`src/rtl/muldiv_if.sv`:
```
// Execute-stage handshake between the pipeline and the RV32M multiply/divide sequencer.
interface muldiv_if;
    logic        StartE;
    logic [2:0]  MulDivOpE;
    logic [31:0] SrcAE;
    logic [31:0] SrcBE;
    logic        FlushE;
    logic        StallMD;
    logic        BusyE;
    logic        MDValidE;
    logic [31:0] MDResultE;

    modport master (
        output StartE, MulDivOpE, SrcAE, SrcBE, FlushE,
        input  StallMD, BusyE, MDValidE, MDResultE
    );

    modport slave (
        input  StartE, MulDivOpE, SrcAE, SrcBE, FlushE,
        output StallMD, BusyE, MDValidE, MDResultE
    );
endinterface

```
`src/rtl/muldiv_sequencer.sv`:
```
// Iterative RV32M multiply/divide unit: 32-cycle shift-add / restoring divide on magnitudes.
// Define MULDIV_FAST_MUL_EN to replace the iterative multiply with a single-cycle 33x33 multiply.
//
// state | meaning
// IDLE  | waiting for an accepted M op; result register holds last value
// CALC  | one multiply/divide iteration per cycle, counter 0..31
// DONE  | MDValidE strobe for one cycle, then back to IDLE
module muldiv_sequencer (
    input  logic     clk,
    input  logic     rst_n,
    muldiv_if.slave  bus
);
    typedef enum logic [1:0] {IDLE, CALC, DONE} state_t;

    state_t      state, state_nx;
    logic [31:0] acc, q, b, result;
    logic [4:0]  cnt;
    logic [2:0]  op;
    logic        neg;

    logic        accept, is_div, a_signed, b_signed, a_neg, b_neg, neg_in;
    logic [31:0] a_mag, b_mag;
    logic        sc;
    logic [31:0] sc_val;
    logic [32:0] rem_sh, sum;
    logic [31:0] acc_it, q_it, div_val, res_fin;
    logic [63:0] prod;

    assign accept   = (state == IDLE) && bus.StartE && !bus.FlushE;
    assign is_div   = bus.MulDivOpE[2];
    assign a_signed = (bus.MulDivOpE == 3'b001) || (bus.MulDivOpE == 3'b010) ||
                      (bus.MulDivOpE == 3'b100) || (bus.MulDivOpE == 3'b110);
    assign b_signed = (bus.MulDivOpE == 3'b001) || (bus.MulDivOpE == 3'b100) ||
                      (bus.MulDivOpE == 3'b110);
    assign a_neg    = a_signed && bus.SrcAE[31];
    assign b_neg    = b_signed && bus.SrcBE[31];
    assign a_mag    = a_neg ? -bus.SrcAE : bus.SrcAE;
    assign b_mag    = b_neg ? -bus.SrcBE : bus.SrcBE;
    // Remainder takes the dividend's sign; quotient and products take the XOR.
    assign neg_in   = (is_div && bus.MulDivOpE[1]) ? a_neg : (a_neg ^ b_neg);

`ifdef MULDIV_FAST_MUL_EN
    logic signed [63:0] ax, bx, pf;
    assign ax = {{31{a_neg}}, a_neg, bus.SrcAE};
    assign bx = {{31{b_neg}}, b_neg, bus.SrcBE};
    assign pf = ax * bx;
`endif

    always_comb begin
        sc     = 1'b0;
        sc_val = 32'h0;
        if (is_div && bus.SrcBE == 32'h0) begin
            sc     = 1'b1;
            sc_val = bus.MulDivOpE[1] ? bus.SrcAE : 32'hFFFF_FFFF;
        end else if (is_div && !bus.MulDivOpE[0] &&
                     bus.SrcAE == 32'h8000_0000 && bus.SrcBE == 32'hFFFF_FFFF) begin
            sc     = 1'b1;
            sc_val = bus.MulDivOpE[1] ? 32'h0 : 32'h8000_0000;
        end
`ifdef MULDIV_FAST_MUL_EN
        else if (!is_div) begin
            sc     = 1'b1;
            sc_val = (bus.MulDivOpE[1:0] == 2'b00) ? pf[31:0] : pf[63:32];
        end
`endif
    end

    always_comb begin
        rem_sh  = {acc, q[31]};
        sum     = {1'b0, acc} + {1'b0, (q[0] ? b : 32'h0)};
        acc_it  = acc;
        q_it    = q;
        prod    = 64'h0;
        div_val = 32'h0;
        res_fin = 32'h0;
        if (op[2]) begin
            if (rem_sh >= {1'b0, b}) begin
                acc_it = rem_sh[31:0] - b;
                q_it   = {q[30:0], 1'b1};
            end else begin
                acc_it = rem_sh[31:0];
                q_it   = {q[30:0], 1'b0};
            end
            div_val = op[1] ? acc_it : q_it;
            res_fin = neg ? -div_val : div_val;
        end else begin
            acc_it  = sum[32:1];
            q_it    = {sum[0], q[31:1]};
            prod    = {acc_it, q_it};
            if (neg)
                prod = -prod;
            res_fin = (op[1:0] == 2'b00) ? prod[31:0] : prod[63:32];
        end
    end

    always_ff @(posedge clk) begin
        if (!rst_n)
            state <= IDLE;
        else
            state <= state_nx;
    end

    always_comb begin
        state_nx = state;
        case (state)
            IDLE: if (accept) state_nx = sc ? DONE : CALC;
            CALC: begin
                if (bus.FlushE)
                    state_nx = IDLE;
                else if (cnt == 5'd31)
                    state_nx = DONE;
            end
            DONE:    state_nx = IDLE;
            default: state_nx = IDLE;
        endcase
    end

    always_ff @(posedge clk) begin
        if (!rst_n) begin
            acc    <= 32'h0;
            q      <= 32'h0;
            b      <= 32'h0;
            op     <= 3'h0;
            neg    <= 1'b0;
            cnt    <= 5'h0;
            result <= 32'h0;
        end else if (accept) begin
            acc <= 32'h0;
            q   <= a_mag;
            b   <= b_mag;
            op  <= bus.MulDivOpE;
            neg <= neg_in;
            cnt <= 5'h0;
            if (sc)
                result <= sc_val;
        end else if (state == CALC) begin
            acc <= acc_it;
            q   <= q_it;
            cnt <= cnt + 5'd1;
            if (cnt == 5'd31 && !bus.FlushE)
                result <= res_fin;
        end
    end

    always_comb begin
        bus.StallMD   = accept || (state == CALC && !bus.FlushE);
        bus.BusyE     = (state != IDLE);
        bus.MDValidE  = (state == DONE) && !bus.FlushE;
        bus.MDResultE = result;
    end
endmodule
```
`src/flat_wrapper.sv`:
```
// flat-port wrapper written by rule: the top's interface ports become plain ports
module muldiv_sequencer_flat 
  (clk, rst_n, bus_StartE, bus_MulDivOpE, bus_SrcAE, bus_SrcBE, bus_FlushE, bus_StallMD, bus_BusyE, bus_MDValidE, bus_MDResultE);
  muldiv_if bus_i ();
  input  logic clk;
  input  logic rst_n;
  input wire logic [$bits(bus_i.StartE)-1:0] bus_StartE;
  input wire logic [$bits(bus_i.MulDivOpE)-1:0] bus_MulDivOpE;
  input wire logic [$bits(bus_i.SrcAE)-1:0] bus_SrcAE;
  input wire logic [$bits(bus_i.SrcBE)-1:0] bus_SrcBE;
  input wire logic [$bits(bus_i.FlushE)-1:0] bus_FlushE;
  output wire logic [$bits(bus_i.StallMD)-1:0] bus_StallMD;
  output wire logic [$bits(bus_i.BusyE)-1:0] bus_BusyE;
  output wire logic [$bits(bus_i.MDValidE)-1:0] bus_MDValidE;
  output wire logic [$bits(bus_i.MDResultE)-1:0] bus_MDResultE;
  assign bus_i.StartE = bus_StartE;
  assign bus_i.MulDivOpE = bus_MulDivOpE;
  assign bus_i.SrcAE = bus_SrcAE;
  assign bus_i.SrcBE = bus_SrcBE;
  assign bus_i.FlushE = bus_FlushE;
  assign bus_StallMD = bus_i.StallMD;
  assign bus_BusyE = bus_i.BusyE;
  assign bus_MDValidE = bus_i.MDValidE;
  assign bus_MDResultE = bus_i.MDResultE;
  muldiv_sequencer u_core (.clk(clk), .rst_n(rst_n), .bus(bus_i));
endmodule
```
`config.mk`:
```
export PLATFORM = sky130hd
export DESIGN_NAME = muldiv_sequencer_flat
export DESIGN_NICKNAME = d
export VERILOG_FILES = /design/src/rtl/muldiv_if.sv /design/src/rtl/muldiv_sequencer.sv /design/src/flat_wrapper.sv
export SDC_FILE = /design/constraint.sdc
export NUM_CORES = 1
export LEC_CHECK = 0
export ABC_AREA = 1
export BUFFER_PORTS_ARGS = -buffer_cell sky130_fd_sc_hd__buf_4
export CORE_ASPECT_RATIO = 2
export CORE_MARGIN = 2
export CORE_UTILIZATION = 50
export CTS_BUF_LIST = sky130_fd_sc_hd__clkbuf_8
export CTS_CLUSTER_SIZE = 16
export DETAILED_ROUTE_END_ITERATION = 12
export GPL_TIMING_DRIVEN = 0
export PLACE_DENSITY = 0.67
export SYNTH_ARGS = -nofsm -noshare
export SYNTH_HDL_FRONTEND = slang
export SYNTH_SLANG_ARGS = --single-unit
```
`constraint.sdc`:
```
create_clock -name clk -period 8 [get_ports clk]
set_input_delay 0.8 -clock clk [delete_from_list [all_inputs] [get_ports clk]]
set_output_delay 0.8 -clock clk [all_outputs]
set_load 0.02 [all_outputs]
```
==> reports/summary.md, run 1 <==
## Placement
* 3069 ps — pre-CTS WS
* 74440 µm — post-detailed-placement half-perimeter wirelength
* 1.159 — routability congestion estimate
* 105 — input/output buffers
* 18210 µm² — cell area reported after detailed placement

## Global route
* 0.5323 — total routing usage reported by global routing
* 23.03k — via count of the first global-routing pass
* 17 — largest net degree at the start of global routing
* 141300 µm — global-route wire length before repair
* 27 — GR Overflow Total

## Status
* global routing (5_1_grt) — stage where the run ended
* aborted with a tool error — status
* [ERROR GRT-0116] Global routing finished with congestion. Check the congestion regions in the DRC Viewer. — Stop Error

## Synthesis
* sky130_fd_sc_hd__nand2_1 — cell taking the most area after synthesis
* 0.1649 — fraction of the yosys area taken by sequential cells
* 5.562 µm² — mean area per synthesized cell
* 3034 — gate count after technology mapping
* 16870 µm² — total standard cell area after synthesis
* 58 — count of cell types in the netlist
* 0 — share of flip-flops with an asynchronous set or reset after synthesis
* 139 — Synth Register Bits
* 0 — number of synthesized flops with an enable pin
* 3178 — Syn Nets
* sky130_fd_sc_hd__nand2_1 19%, sky130_fd_sc_hd__dfxtp_1 16%, sky130_fd_sc_hd__inv_1 8.4% — synth top area cells
* 0 — Syn. warnings
* sky130_fd_sc_hd__dfxtp_1 — most instantiated flip-flop cell in the synthesis netlist
* 0.1938 — area share of the leading cell type in the synthesized netlist

## Floorplanning
* 263.8 µm — Die Span Y
* 95 — floorplan row count
* 133.9 µm — Die Span X
* 0.5052 — effective utilization at floorplan
* 106 — top-level port count

## Clock tree
* 0 — Gates resized, CTS repair
* 4 — maximum level of the CTS H-tree
* 0 — CTS hold repair buffers
* 2 — CTS max path bufs
* 0 — buffers inserted by post-CTS timing repair
* 17 — Inserted Clock Buffers
* sky130_fd_sc_hd__clkbuf_8 — Root Driver
* 139 — # clock sinks

[logic make-up after synthesis]
group / count (synthesis) / share of synthesized area
adders and majority gates: 73 / 0.05502
and+or+nand+nor: 1616 / 0.4174
buffers and inverters: 520 / 0.1188
xor gates and xnor gates: 96 / 0.04983
DFF: 139 / 0.1649
AOI/OAI and AO/OA: 590 / 0.1941
[stage by stage]
stage	util	cells
3_3_place_gp	0.5451	3575
3_5_place_dp	0.5451	3575
4_1_cts	0.5580	3607
2_1_floorplan	-	3034
[per-layer routing]
| layer | GRT usage | overflow |
|---|---|---|
| met3 | 0.1714 | 0 |
| met1 | 0.4823 | 0 |
| met4 | 0.6360 | 16 |
| met2 | 0.8534 | 11 |
| met5 | 0 | 0 |
[synth_stat cells (20+ instances only)]
master                       n
sky130_fd_sc_hd__o22ai_1    24
sky130_fd_sc_hd__nand2_2    23
sky130_fd_sc_hd__inv_1     379
sky130_fd_sc_hd__o21ai_0   203
sky130_fd_sc_hd__nor3_1     49
sky130_fd_sc_hd__ha_1       71
sky130_fd_sc_hd__nand4_1    47
sky130_fd_sc_hd__clkbuf_1   91
sky130_fd_sc_hd__nor2_2     20
sky130_fd_sc_hd__nand2_1   871
sky130_fd_sc_hd__a21oi_1   247
sky130_fd_sc_hd__o211ai_1   36
sky130_fd_sc_hd__dfxtp_1   139
sky130_fd_sc_hd__xor2_1     82
sky130_fd_sc_hd__nor2_1    269
sky130_fd_sc_hd__nand3_1   261
==> run 2: changes to the inputs <==
Settings changed: CORE_ASPECT_RATIO 2 to not set, CORE_UTILIZATION 50 to 35, CTS_BUF_LIST sky130_fd_sc_hd__clkbuf_8 to not set, CTS_CLUSTER_SIZE 16 to not set, PLACE_DENSITY 0.67 to not set, PLACE_DENSITY_LB_ADDON set to 0.15.
==> reports/summary.md, run 2 <==
## Synthesis
* 0.1649 — fraction of the yosys area taken by sequential cells, unchanged
* 3034 — gate count after technology mapping, unchanged
* sky130_fd_sc_hd__dfxtp_1 — most instantiated flip-flop cell in the synthesis netlist, unchanged
* 0 — Syn. warnings, unchanged
* sky130_fd_sc_hd__nand2_1 — cell taking the most area after synthesis, unchanged
* 58 — count of cell types in the netlist, unchanged
* 16870 µm² — total standard cell area after synthesis, unchanged
* sky130_fd_sc_hd__nand2_1 19%, sky130_fd_sc_hd__dfxtp_1 16%, sky130_fd_sc_hd__inv_1 8.4% — synth top area cells, unchanged
* 0 — share of flip-flops with an asynchronous set or reset after synthesis, unchanged
* 0.1941 — complex-gate fraction of the synthesized area, unchanged
* 0.4174 — area share of and/or/nand/nor cells after synthesis, unchanged
* sky130_fd_sc_hd__nand2_1 — most instantiated library cell after synthesis, unchanged
* 871 x sky130_fd_sc_hd__nand2_1, 379 x sky130_fd_sc_hd__inv_1, 269 x sky130_fd_sc_hd__nor2_1 — ranking of synthesized cells by instance count, unchanged
* 0 — number of synthesized flops with an enable pin, unchanged
* 0.04983 — xor and xnor area share after synthesis, unchanged
* simple AND/OR/NAND/NOR gates — largest family of logic cells by synthesized area, unchanged
* 0.05502 — adder and majority gate portion of the synthesized area, unchanged
* 0.1938 — area share of the leading cell type in the synthesized netlist, unchanged
* 139 — Synth Register Bits, unchanged
* 5.562 µm² — mean area per synthesized cell, unchanged
* 0 — multiplexer share of the synthesized area, unchanged
* 3178 — Syn Nets, unchanged

## Layout
* 3785 — final cell count without fillers
* 0 — diode insertion count for antenna repair
* sky130_fd_sc_hd__nand2_1 — most common cell after layout, fill and taps aside
* 5389 — number of filler instances in the final layout
* 3302 — total number of nets in the final design
* 871 x sky130_fd_sc_hd__nand2_1, 379 x sky130_fd_sc_hd__inv_1, 269 x sky130_fd_sc_hd__nor2_1 — most frequent cells in the layout
* 0.08170 — ratio of cells with drive above 1 in the final layout
* 13.00% — Layout Area Growth over Synthesis

## Pwr
* 152.2 nW/µm² — total power per unit cell area
* 0.1563 mV — peak ir drop on the vdd network
* 9.297 nW — Pleak

## Floorplanning
* 49980 µm² — Die Footprint
* 223.6 µm — Die Span Y, was 263.8 µm
* 106 — top-level port count, unchanged
* 80 — floorplan row count, was 95
* 47650 µm² — area of the core
* 0.3541 — effective utilization at floorplan, was 0.5052
* 223.6 µm — Die Span X, was 133.9 µm

## Global route
* 0.3712 — total routing usage reported by global routing
* 0 — GR Overflow Total
* 19.51k — via count of the first global-routing pass
* 17 — largest net degree at the start of global routing
* 1 — antenna violations before repair
* 134600 µm — global-route wire length before repair

## Placement
* 1.003 — routability congestion estimate, was 1.159
* 78060 µm — post-detailed-placement half-perimeter wirelength, was 74440 µm
* 105 — input/output buffers, unchanged
* 3754 — placed cells, was 3575

## Detailed routing
* 24.73 µm — drt wl/cell
* 2655 — violation count after the first detailed-routing iteration
* 5.727 — Vias per Instance
* 93590 µm — final wirelength
* 6 — TritonRoute pass-1 iters
* 0 — Post-DRT Antenna Nets
* 21.68k — vias after detailed routing
* 0 — number of remaining DRC errors

## Clock tree
* 510 ps — Clk Latency, worst-skew pair
* 70 ps — Clock Pin Slew Worst Setup and Hold Paths
* done — CTS tree
* 139 — # clock sinks, unchanged
* 4 — maximum level of the CTS H-tree, unchanged
* 2 — CTS max path bufs, unchanged
* 0 — Gates resized, CTS repair, unchanged
* 0 — CTS hold repair buffers, unchanged
* 0 — buffers inserted by post-CTS timing repair, unchanged
* 17 — Inserted Clock Buffers, unchanged
* sky130_fd_sc_hd__clkbuf_16 — Root Driver, was sky130_fd_sc_hd__clkbuf_8

## STA
* 0 — final slew viol count
* no — RSZ-0062 raised after global routing
* 0 — number of setup violations in the final report
* 27.48 ps — skew final
* 0 — final hold vios
* 0.1899 GHz — maximum achievable frequency
* 0 ps — TNS Setup
* 0.2165 — worst slew slack as a fraction of its limit
* 0.6583 — Final period util
* 1175 ps — slew at the pin with the worst max-slew slack
* 5266 ps — min Tclk post-route

## Status
* completed — status, was aborted with a tool error

## Worst setup path
* u_core.q[0] — startpoint of the lowest-slack register-to-register path
* flip-flop — kind of start point of the critical path
* 5700 ps — Data arrival, critical path
* flip-flop — crit path capture type
* u_core.bus.MDResultE[30] — endpoint of the most critical register-to-register path
* reg -> reg — Worst Setup Path Type
* 10 — Worst Path Max Fanout
* 2730 ps — flop2flop setup slack
* 8430 ps — required time worst endpoint
* 21 — path depth of the worst reg2reg path

## Job
* 0 — max-cap violations

## Hold path
* reg -> reg — class of the tightest hold or removal check
* 2 — hold path cells
* u_core.bus.MDResultE[1] — Hold Crit Start
* u_core.bus.MDResultE[1] — WHS Endpoint

run 2: cell counts after synthesis:
No cell type changed its count.
run 2: kinds of logic after synthesis:
family                   Yosys count
AO/OA/AOI/OAI                    590
XOR/XNOR                          96
adder cells (fa/ha/maj)           73
buffers and inverters            520
flip-flops                       139
AND/OR/NAND/NOR                 1616
run 2: final cells by class:
class                   instances  area [µm²]  share of cell area
multi-input cells            2375       12090              0.6339
clock buffers                  21       470.5             0.02467
flip-flops and latches        139        2783              0.1459
repair buffers                105       788.3             0.04134
inverters                     401        1505             0.07894
clock inverters                10       165.2            0.008662
well taps                     615       769.5             0.04036
plain buffers                 119       499.2             0.02618
run 2: worst max path at each step:
stage               cells after the start  slack, ps   startpoint                  endpoint
floorplan                              24       4910  u_core.q[0]  u_core.bus.MDResultE[27]
global placement                       24       2970  u_core.q[0]  u_core.bus.MDResultE[27]
detailed placement                     22       2990  u_core.q[0]  u_core.bus.MDResultE[27]
CTS                                    22       2950  u_core.q[0]  u_core.bus.MDResultE[27]
global route                           24       2410  u_core.q[0]  u_core.bus.MDResultE[27]
finish                                 21       2730  u_core.q[0]  u_core.bus.MDResultE[30]
run 2: routing by layer:
metal	GRT usage	share of wire	routed length (µm)	up-vias
li1	-	-	-	10200
met1	0.5549	0.48	44490	10250
met2	0.5134	0.39	36580	1107
met3	0.09405	0.10	9630	126
met4	0.1125	0.031	2888	0
met5	0	0	0	-
run 2: through the flow:
stage                     worst slack (ps)  hold slack, ps  utilization  power, mW  cell area, µm²
after CTS                             2954           471.0       0.4002      2.856           19070
after global routing                  2412           495.7       0.4002      3.022           19070
after floorplan                       4913           428.9            -      1.504           16870
final                                 2734           469.7       0.4002      2.902           19070
after global placement                2973           448.3       0.3868      1.953           18430
after detailed placement              2986           461.3       0.3868      1.951           18430
run 2: power by group:
part | leakage [nW] | switching [mW] | internal [mW]
Clock | 0.301 | 0.368 | 0.544
Combinational | 7.86 | 0.894 | 0.335
Sequential | 1.13 | 0.0377 | 0.724
run 2: worst max-delay path, cell delays in order, from the launching register on:
cell and delay, ps:
sky130_fd_sc_hd__dfxtp_1 300, sky130_fd_sc_hd__clkbuf_1 850, sky130_fd_sc_hd__clkbuf_1 360, sky130_fd_sc_hd__nand2_1 100
sky130_fd_sc_hd__inv_1 140, sky130_fd_sc_hd__ha_1 250, sky130_fd_sc_hd__nand2_1 90, sky130_fd_sc_hd__inv_1 90
sky130_fd_sc_hd__nand2_1 110, sky130_fd_sc_hd__nor3_1 300, sky130_fd_sc_hd__nand4_1 130, sky130_fd_sc_hd__nand3_1 140
sky130_fd_sc_hd__xor2_1 610, sky130_fd_sc_hd__inv_1 240, sky130_fd_sc_hd__nand3_1 160, sky130_fd_sc_hd__nand3b_1 180
sky130_fd_sc_hd__nand2_1 130, sky130_fd_sc_hd__nand3_1 130, sky130_fd_sc_hd__nand3_1 120, sky130_fd_sc_hd__a21oi_1 410
sky130_fd_sc_hd__nand2_1 200, sky130_fd_sc_hd__a21oi_2 140
No activity file was read; power rests on OpenSTA's default activity.
==> run 3: changes to the inputs <==
Clock period 8 ns to 5.3 ns, I/O delays scaled along.
==> reports/summary.md, run 3 (synthesized netlist as in run 2, its figures left out) <==
## Hold path
* bus_SrcBE[14] — Hold Crit Start, was u_core.bus.MDResultE[1]
* u_core.b[14] — WHS Endpoint, was u_core.bus.MDResultE[1]
* in -> reg — class of the tightest hold or removal check, was reg -> reg
* 3 — hold path cells, was 2

## Pwr
* 0.4477 — switching portion of total power, about the same
* 0.423 — combinational group share of total power, about the same
* 0.264 — sequential cell fraction of total power, was 0.263
* 0.2375 mV — peak ir drop on the vdd network, was 0.1563 mV
* 1.961 mW — P_sw, was 1.299 mW
* 2.419 mW — cell internal power dissipation, was 1.603 mW
* 0.313 — part of the power in the clock network, was 0.314
* 4.380 mW — PnR Total Power, was 2.902 mW
* 9.296 nW — Pleak, was 9.297 nW
* 229.7 nW/µm² — total power per unit cell area, was 152.2 nW/µm²

## STA
* 0 ps — TNS Setup, unchanged
* 0 — final hold vios, unchanged
* 0.8969 — Final period util, was 0.6583
* 0 — final slew viol count, unchanged
* 4754 ps — min Tclk post-route, was 5266 ps
* 0.2104 GHz — maximum achievable frequency, was 0.1899 GHz
* no — RSZ-0062 raised after global routing, unchanged
* 29.13 ps — skew final, was 27.48 ps
* 1082 ps — slew at the pin with the worst max-slew slack, was 1175 ps
* 0.2788 — worst slew slack as a fraction of its limit, was 0.2165
* 0 — number of setup violations in the final report, unchanged
* 546.5 ps — Worst Setup Slack, final, was 2734 ps

## Worst setup path
* 5130 ps — Data arrival, critical path, was 5700 ps
* 8 — Worst Path Max Fanout, was 10
* 550 ps — flop2flop setup slack, was 2730 ps
* 23 — path depth of the worst reg2reg path, was 21
* 5680 ps — required time worst endpoint, was 8430 ps
* u_core.b[10] — startpoint of the lowest-slack register-to-register path, was u_core.q[0]
* flip-flop — crit path capture type, unchanged
* reg -> reg — Worst Setup Path Type, unchanged
* u_core.bus.MDResultE[26] — endpoint of the most critical register-to-register path, was u_core.bus.MDResultE[30]
* flip-flop — kind of start point of the critical path, unchanged

## Detailed routing
* 93550 µm — final wirelength, was 93590 µm
* 5.686 — Vias per Instance, was 5.727
* 0 — number of remaining DRC errors, unchanged
* 24.72 µm — drt wl/cell, was 24.73 µm
* 2728 — violation count after the first detailed-routing iteration, was 2655
* 21.52k — vias after detailed routing, was 21.68k
* 0 — Post-DRT Antenna Nets, unchanged
* 6 — TritonRoute pass-1 iters, unchanged

## Placement
* 3754 — placed cells, unchanged
* 285.9 ps — pre-CTS WS, was 2986 ps
* 105 — input/output buffers, unchanged
* 1.003 — routability congestion estimate, unchanged
* 78060 µm — post-detailed-placement half-perimeter wirelength, unchanged

## Global route
* 0.3712 — total routing usage reported by global routing, unchanged
* 0 — GR Overflow Total, unchanged
* 134600 µm — global-route wire length before repair, unchanged
* 1 — antenna violations before repair, unchanged
* 19.51k — via count of the first global-routing pass, unchanged
* 17 — largest net degree at the start of global routing, unchanged

## Clock tree
* done — CTS tree, unchanged
* 17 — Inserted Clock Buffers, unchanged
* 2 — CTS max path bufs, unchanged
* 4 — maximum level of the CTS H-tree, unchanged
* 510 ps — Clk Latency, worst-skew pair, about the same
* 70 ps — Clock Pin Slew Worst Setup and Hold Paths, about the same
* 0 — buffers inserted by post-CTS timing repair, unchanged
* 139 — # clock sinks, unchanged
* sky130_fd_sc_hd__clkbuf_16 — Root Driver, unchanged

## Floorplanning
* 49980 µm² — Die Footprint, unchanged
* 106 — top-level port count, unchanged
* 47650 µm² — area of the core, unchanged
* 223.6 µm — Die Span X, unchanged
* 80 — floorplan row count, unchanged
* 223.6 µm — Die Span Y, unchanged
* 0.3541 — effective utilization at floorplan, unchanged

## Layout
* 0 — diode insertion count for antenna repair, unchanged
* 0.08204 — ratio of cells with drive above 1 in the final layout, was 0.08170
* 3301 — total number of nets in the final design, was 3302
* 871 x sky130_fd_sc_hd__nand2_1, 379 x sky130_fd_sc_hd__inv_1, 269 x sky130_fd_sc_hd__nor2_1 — most frequent cells in the layout, unchanged
* sky130_fd_sc_hd__nand2_1 — most common cell after layout, fill and taps aside, unchanged
* 3784 — final cell count without fillers, was 3785
* 12.98% — Layout Area Growth over Synthesis, was 13.00%

## Job
* 0 — max-cap violations, unchanged

## Status
* completed — status, unchanged

-- run 3: layout make-up --
type	instances	area, µm²
timing repair buffer	105	788.3
clock inverter	10	165.2
inverter	401	1505
tap	615	769.5
multi-input combinational	2375	12090
clock buffer	21	470.5
fill	5392	28580
buffer	118	495.5
sequential	139	2784
-- run 3: worst max path at each step --
stage                             from                       end  slack (ps)  cells past startpoint
after floorplan            u_core.q[0]  u_core.bus.MDResultE[27]        2210                     24
after global placement     u_core.q[0]  u_core.bus.MDResultE[27]         270                     24
after detailed placement   u_core.q[0]  u_core.bus.MDResultE[27]         290                     22
after CTS                  u_core.q[0]  u_core.bus.MDResultE[27]         250                     22
after global routing       u_core.q[0]  u_core.bus.MDResultE[27]         230                     23
final                     u_core.b[10]  u_core.bus.MDResultE[26]         550                     23
-- run 3: layer usage --
metal | vias to the layer above | global-route usage | share of wire
li1 | 10200 | - | -
met1 | 10090 | 0.5549 | 0.48
met2 | 1094 | 0.5134 | 0.39
met3 | 133 | 0.09405 | 0.10
met4 | 0 | 0.1125 | 0.031
met5 | - | 0 | 0
-- run 3: per-stage QoR --
stage | utilization | hold WS (ps) | instance area, µm²
floorplan | - | 428.9 | 16870
global placement | 0.3868 | 448.3 | 18430
detailed placement | 0.3868 | 461.3 | 18430
CTS | 0.4002 | 329.1 | 19070
global route | 0.4001 | 350.8 | 19060
finish | 0.4001 | 352.7 | 19060
-- run 3: critical path, cell delays in order, from the launching register on --
cell and delay (ps):
sky130_fd_sc_hd__dfxtp_1 530, sky130_fd_sc_hd__inv_1 230, sky130_fd_sc_hd__ha_1 430, sky130_fd_sc_hd__nand2_1 100, sky130_fd_sc_hd__nand2_1 70, sky130_fd_sc_hd__a21oi_1 260
sky130_fd_sc_hd__o21bai_1 150, sky130_fd_sc_hd__inv_2 80, sky130_fd_sc_hd__nand2_2 70, sky130_fd_sc_hd__nand2_4 160, sky130_fd_sc_hd__nand2_4 110, sky130_fd_sc_hd__o21ai_0 380
sky130_fd_sc_hd__o21ai_1 340, sky130_fd_sc_hd__inv_1 170, sky130_fd_sc_hd__ha_1 280, sky130_fd_sc_hd__nand3_2 160, sky130_fd_sc_hd__nor2_4 280, sky130_fd_sc_hd__nand4_1 200
sky130_fd_sc_hd__nand2_1 140, sky130_fd_sc_hd__nand3_1 90, sky130_fd_sc_hd__nand2_1 80, sky130_fd_sc_hd__nand2_1 50, sky130_fd_sc_hd__nand3_1 180, sky130_fd_sc_hd__a21oi_1 100
-- run 3: power by group through the flow --
stage	Clock (mW)	Sequential, mW	Combinational, mW
finish	1.37	1.15	1.85
floorplan	0	1.15	1.12
detailed placement	0	1.17	1.78
global placement	0	1.17	1.78
CTS	1.38	1.15	1.78
global route	1.42	1.16	1.98
-- run 3: timing repair --
action / 4_1_cts / 5_1_grt
hold buffers: 0 / 0
gates resized for setup: 0 / 1
setup endpoints to repair: 0 / 13
==> run 4: changes to the inputs <==
--- a/config.mk
+++ b/config.mk
@@ -13,3 +13,3 @@
 export GPL_TIMING_DRIVEN = 0
-export PLACE_DENSITY_LB_ADDON = 0.15
+export PLACE_DENSITY = 0.52
 export SYNTH_ARGS = -nofsm -noshare
==> constraint.sdc (replaced) <==
create_clock -name clk -period 5.34 [get_ports clk]
set_input_delay 0 -clock clk [delete_from_list [all_inputs] [get_ports clk]]
set_output_delay 0 -clock clk [all_outputs]
set_load 0.02 [all_outputs]
==> reports/summary.md, run 4 (synthesized netlist as in run 2, its figures left out) <==
## STA
* 0.9592 — Final period util, was 0.8969
* 0 — final slew viol count, unchanged
* 0 — final hold vios, unchanged
* 1231 ps — slew at the pin with the worst max-slew slack, was 1082 ps
* 0 ps — TNS Setup, unchanged
* 13.82 ps — skew final, was 29.13 ps
* 0.1793 — worst slew slack as a fraction of its limit, was 0.2788
* 5122 ps — min Tclk post-route, was 4754 ps
* no — RSZ-0062 raised after global routing, unchanged
* 0.1952 GHz — maximum achievable frequency, was 0.2104 GHz
* 0 — number of setup violations in the final report, unchanged

## Layout
* 0.08040 — ratio of cells with drive above 1 in the final layout, was 0.08204
* 3365 — total number of nets in the final design, was 3301
* 16.54% — Layout Area Growth over Synthesis, was 12.98%
* 871 x sky130_fd_sc_hd__nand2_1, 379 x sky130_fd_sc_hd__inv_1, 269 x sky130_fd_sc_hd__nor2_1 — most frequent cells in the layout, unchanged
* sky130_fd_sc_hd__nand2_1 — most common cell after layout, fill and taps aside, unchanged

## Placement
* 105 — input/output buffers, unchanged
* 78440 µm — post-detailed-placement half-perimeter wirelength, was 78060 µm
* 1.049 — routability congestion estimate, was 1.003

## Detailed routing
* 0 — Post-DRT Antenna Nets, unchanged
* 94870 µm — final wirelength, was 93550 µm
* 2766 — violation count after the first detailed-routing iteration, was 2728
* 6 — TritonRoute pass-1 iters, unchanged
* 24.63 µm — drt wl/cell, was 24.72 µm
* 5.726 — Vias per Instance, was 5.686
* 22.05k — vias after detailed routing, was 21.52k
* 0 — number of remaining DRC errors, unchanged

## Worst setup path
* 5770 ps — required time worst endpoint, was 5680 ps
* flip-flop — crit path capture type, unchanged
* u_core.bus.MDResultE[27] — endpoint of the most critical register-to-register path, was u_core.bus.MDResultE[26]
* 5550 ps — Data arrival, critical path, was 5130 ps
* 220 ps — flop2flop setup slack, was 550 ps
* flip-flop — kind of start point of the critical path, unchanged
* reg -> reg — Worst Setup Path Type, unchanged
* u_core.q[0] — startpoint of the lowest-slack register-to-register path, was u_core.b[10]
* u_core.q[0] — timing startpoint of the critical path, was u_core.b[10]
* 21 — path depth of the worst reg2reg path, was 23
* 8 — Worst Path Max Fanout, unchanged

## Floorplanning
* 223.6 µm — Die Span X, unchanged
* 223.6 µm — Die Span Y, unchanged
* 106 — top-level port count, unchanged
* 0.3541 — effective utilization at floorplan, unchanged
* 80 — floorplan row count, unchanged
* 49980 µm² — Die Footprint, unchanged
* 47650 µm² — area of the core, unchanged

## Global route
* 17 — largest net degree at the start of global routing, unchanged
* 4 — antenna violations before repair, was 1
* 134800 µm — global-route wire length before repair, was 134600 µm
* 0 — GR Overflow Total, unchanged
* 19.82k — via count of the first global-routing pass, was 19.51k
* 0.3737 — total routing usage reported by global routing, was 0.3712

## Pwr
* 219.3 nW/µm² — total power per unit cell area, was 229.7 nW/µm²
* 9.534 nW — Pleak, was 9.296 nW
* 0.2654 mV — peak ir drop on the vdd network, was 0.2375 mV
* 4.312 mW — PnR Total Power, was 4.380 mW

## Hold path
* bus_SrcBE[15] — Hold Crit Start, was bus_SrcBE[14]
* u_core.b[15] — WHS Endpoint, was u_core.b[14]
* in -> reg — class of the tightest hold or removal check, unchanged
* 4 — hold path cells, was 3

## Job
* 0 — max-cap violations, unchanged

## Clock tree
* done — CTS tree, unchanged
* 0 — Gates resized, CTS repair, unchanged
* 17 — Inserted Clock Buffers, unchanged
* sky130_fd_sc_hd__clkbuf_16 — Root Driver, unchanged
* 2 — CTS max path bufs, unchanged
* 139 — # clock sinks, unchanged
* 70 ps — Clock Pin Slew Worst Setup and Hold Paths, about the same
* 500 ps — Clk Latency, worst-skew pair, was 510 ps
* 4 — maximum level of the CTS H-tree, unchanged

## Status
* completed — status, unchanged

[run 4: layout make-up]
cell class                 instances  area, µm²
antenna                            2      5.005
buffer                           118      495.5
clock buffer                      18      429.2
clock inverter                    14      161.4
fill                            5460      27980
inverter                         401       1505
multi-input combinational       2375      12090
sequential                       139       2783
tap                              615      769.5
timing repair buffer             169       1429
[run 4: worst max path at each step]
stage	to	slack, ps
2_1_floorplan	u_core.bus.MDResultE[27]	2250
3_3_place_gp	u_core.bus.MDResultE[21]	170
3_5_place_dp	u_core.bus.MDResultE[23]	260
4_1_cts	u_core.bus.MDResultE[27]	220
5_1_grt	u_core.bus.MDResultE[27]	50
6_report	u_core.bus.MDResultE[27]	220
[run 4: what timing repair did]
item | 4_1_cts | 5_1_grt
hold buffers | 64 | 0
hold endpoints to repair | 82 | 0
endpoints found under the setup margin | 0 | 8
buffers inserted | 0 | 0
[run 4: worst max-delay path, cell delays in order, from the launching register on]
cell and delay [ps]:
sky130_fd_sc_hd__dfxtp_1 870, sky130_fd_sc_hd__nand2_1 100, sky130_fd_sc_hd__inv_1 120, sky130_fd_sc_hd__ha_1 340
sky130_fd_sc_hd__fa_1 690, sky130_fd_sc_hd__nor3_1 730, sky130_fd_sc_hd__nand2_1 110, sky130_fd_sc_hd__nor2_1 140
sky130_fd_sc_hd__nand2_1 100, sky130_fd_sc_hd__nor2_2 140, sky130_fd_sc_hd__nand2_1 110, sky130_fd_sc_hd__nor2_2 150
sky130_fd_sc_hd__nand3_1 200, sky130_fd_sc_hd__nor2_2 210, sky130_fd_sc_hd__nand3_1 120, sky130_fd_sc_hd__nand2_1 70
sky130_fd_sc_hd__nand2_1 60, sky130_fd_sc_hd__nand2_1 100, sky130_fd_sc_hd__nand2_1 90, sky130_fd_sc_hd__a21oi_1 280
sky130_fd_sc_hd__o21ai_1 150, sky130_fd_sc_hd__a21oi_1 150
[run 4: through the flow]
stage	instance area, µm²	util	hold WS [ps]	instances	setup slack [ps]
2_1_floorplan	16870	-	83.06	3034	2253
6_report	19660	0.4127	42.44	3851	217.7
5_1_grt	19660	0.4126	69.88	3849	47.20
3_3_place_gp	18430	0.3868	275.8	3754	166.7
4_1_cts	19660	0.4127	10.86	3850	219.7
3_5_place_dp	18430	0.3868	277.8	3754	255.8
[run 4: where the power goes]
group | total (mW) | internal, mW | switching [mW]
combinational | 1.89 | 0.532 | 1.35
sequential | 1.14 | 1.08 | 0.0585
clock | 1.28 | 0.696 | 0.586
[run 4: routing by layer]
| metal | global-route usage | wire, µm | share of wire |
|---|---|---|---|
| met1 | 0.5356 | 43480 | 0.46 |
| met2 | 0.5229 | 37360 | 0.39 |
| met3 | 0.1184 | 11140 | 0.12 |
| met4 | 0.1228 | 2831 | 0.030 |
| met5 | 0 | 63 | 0.00066 |
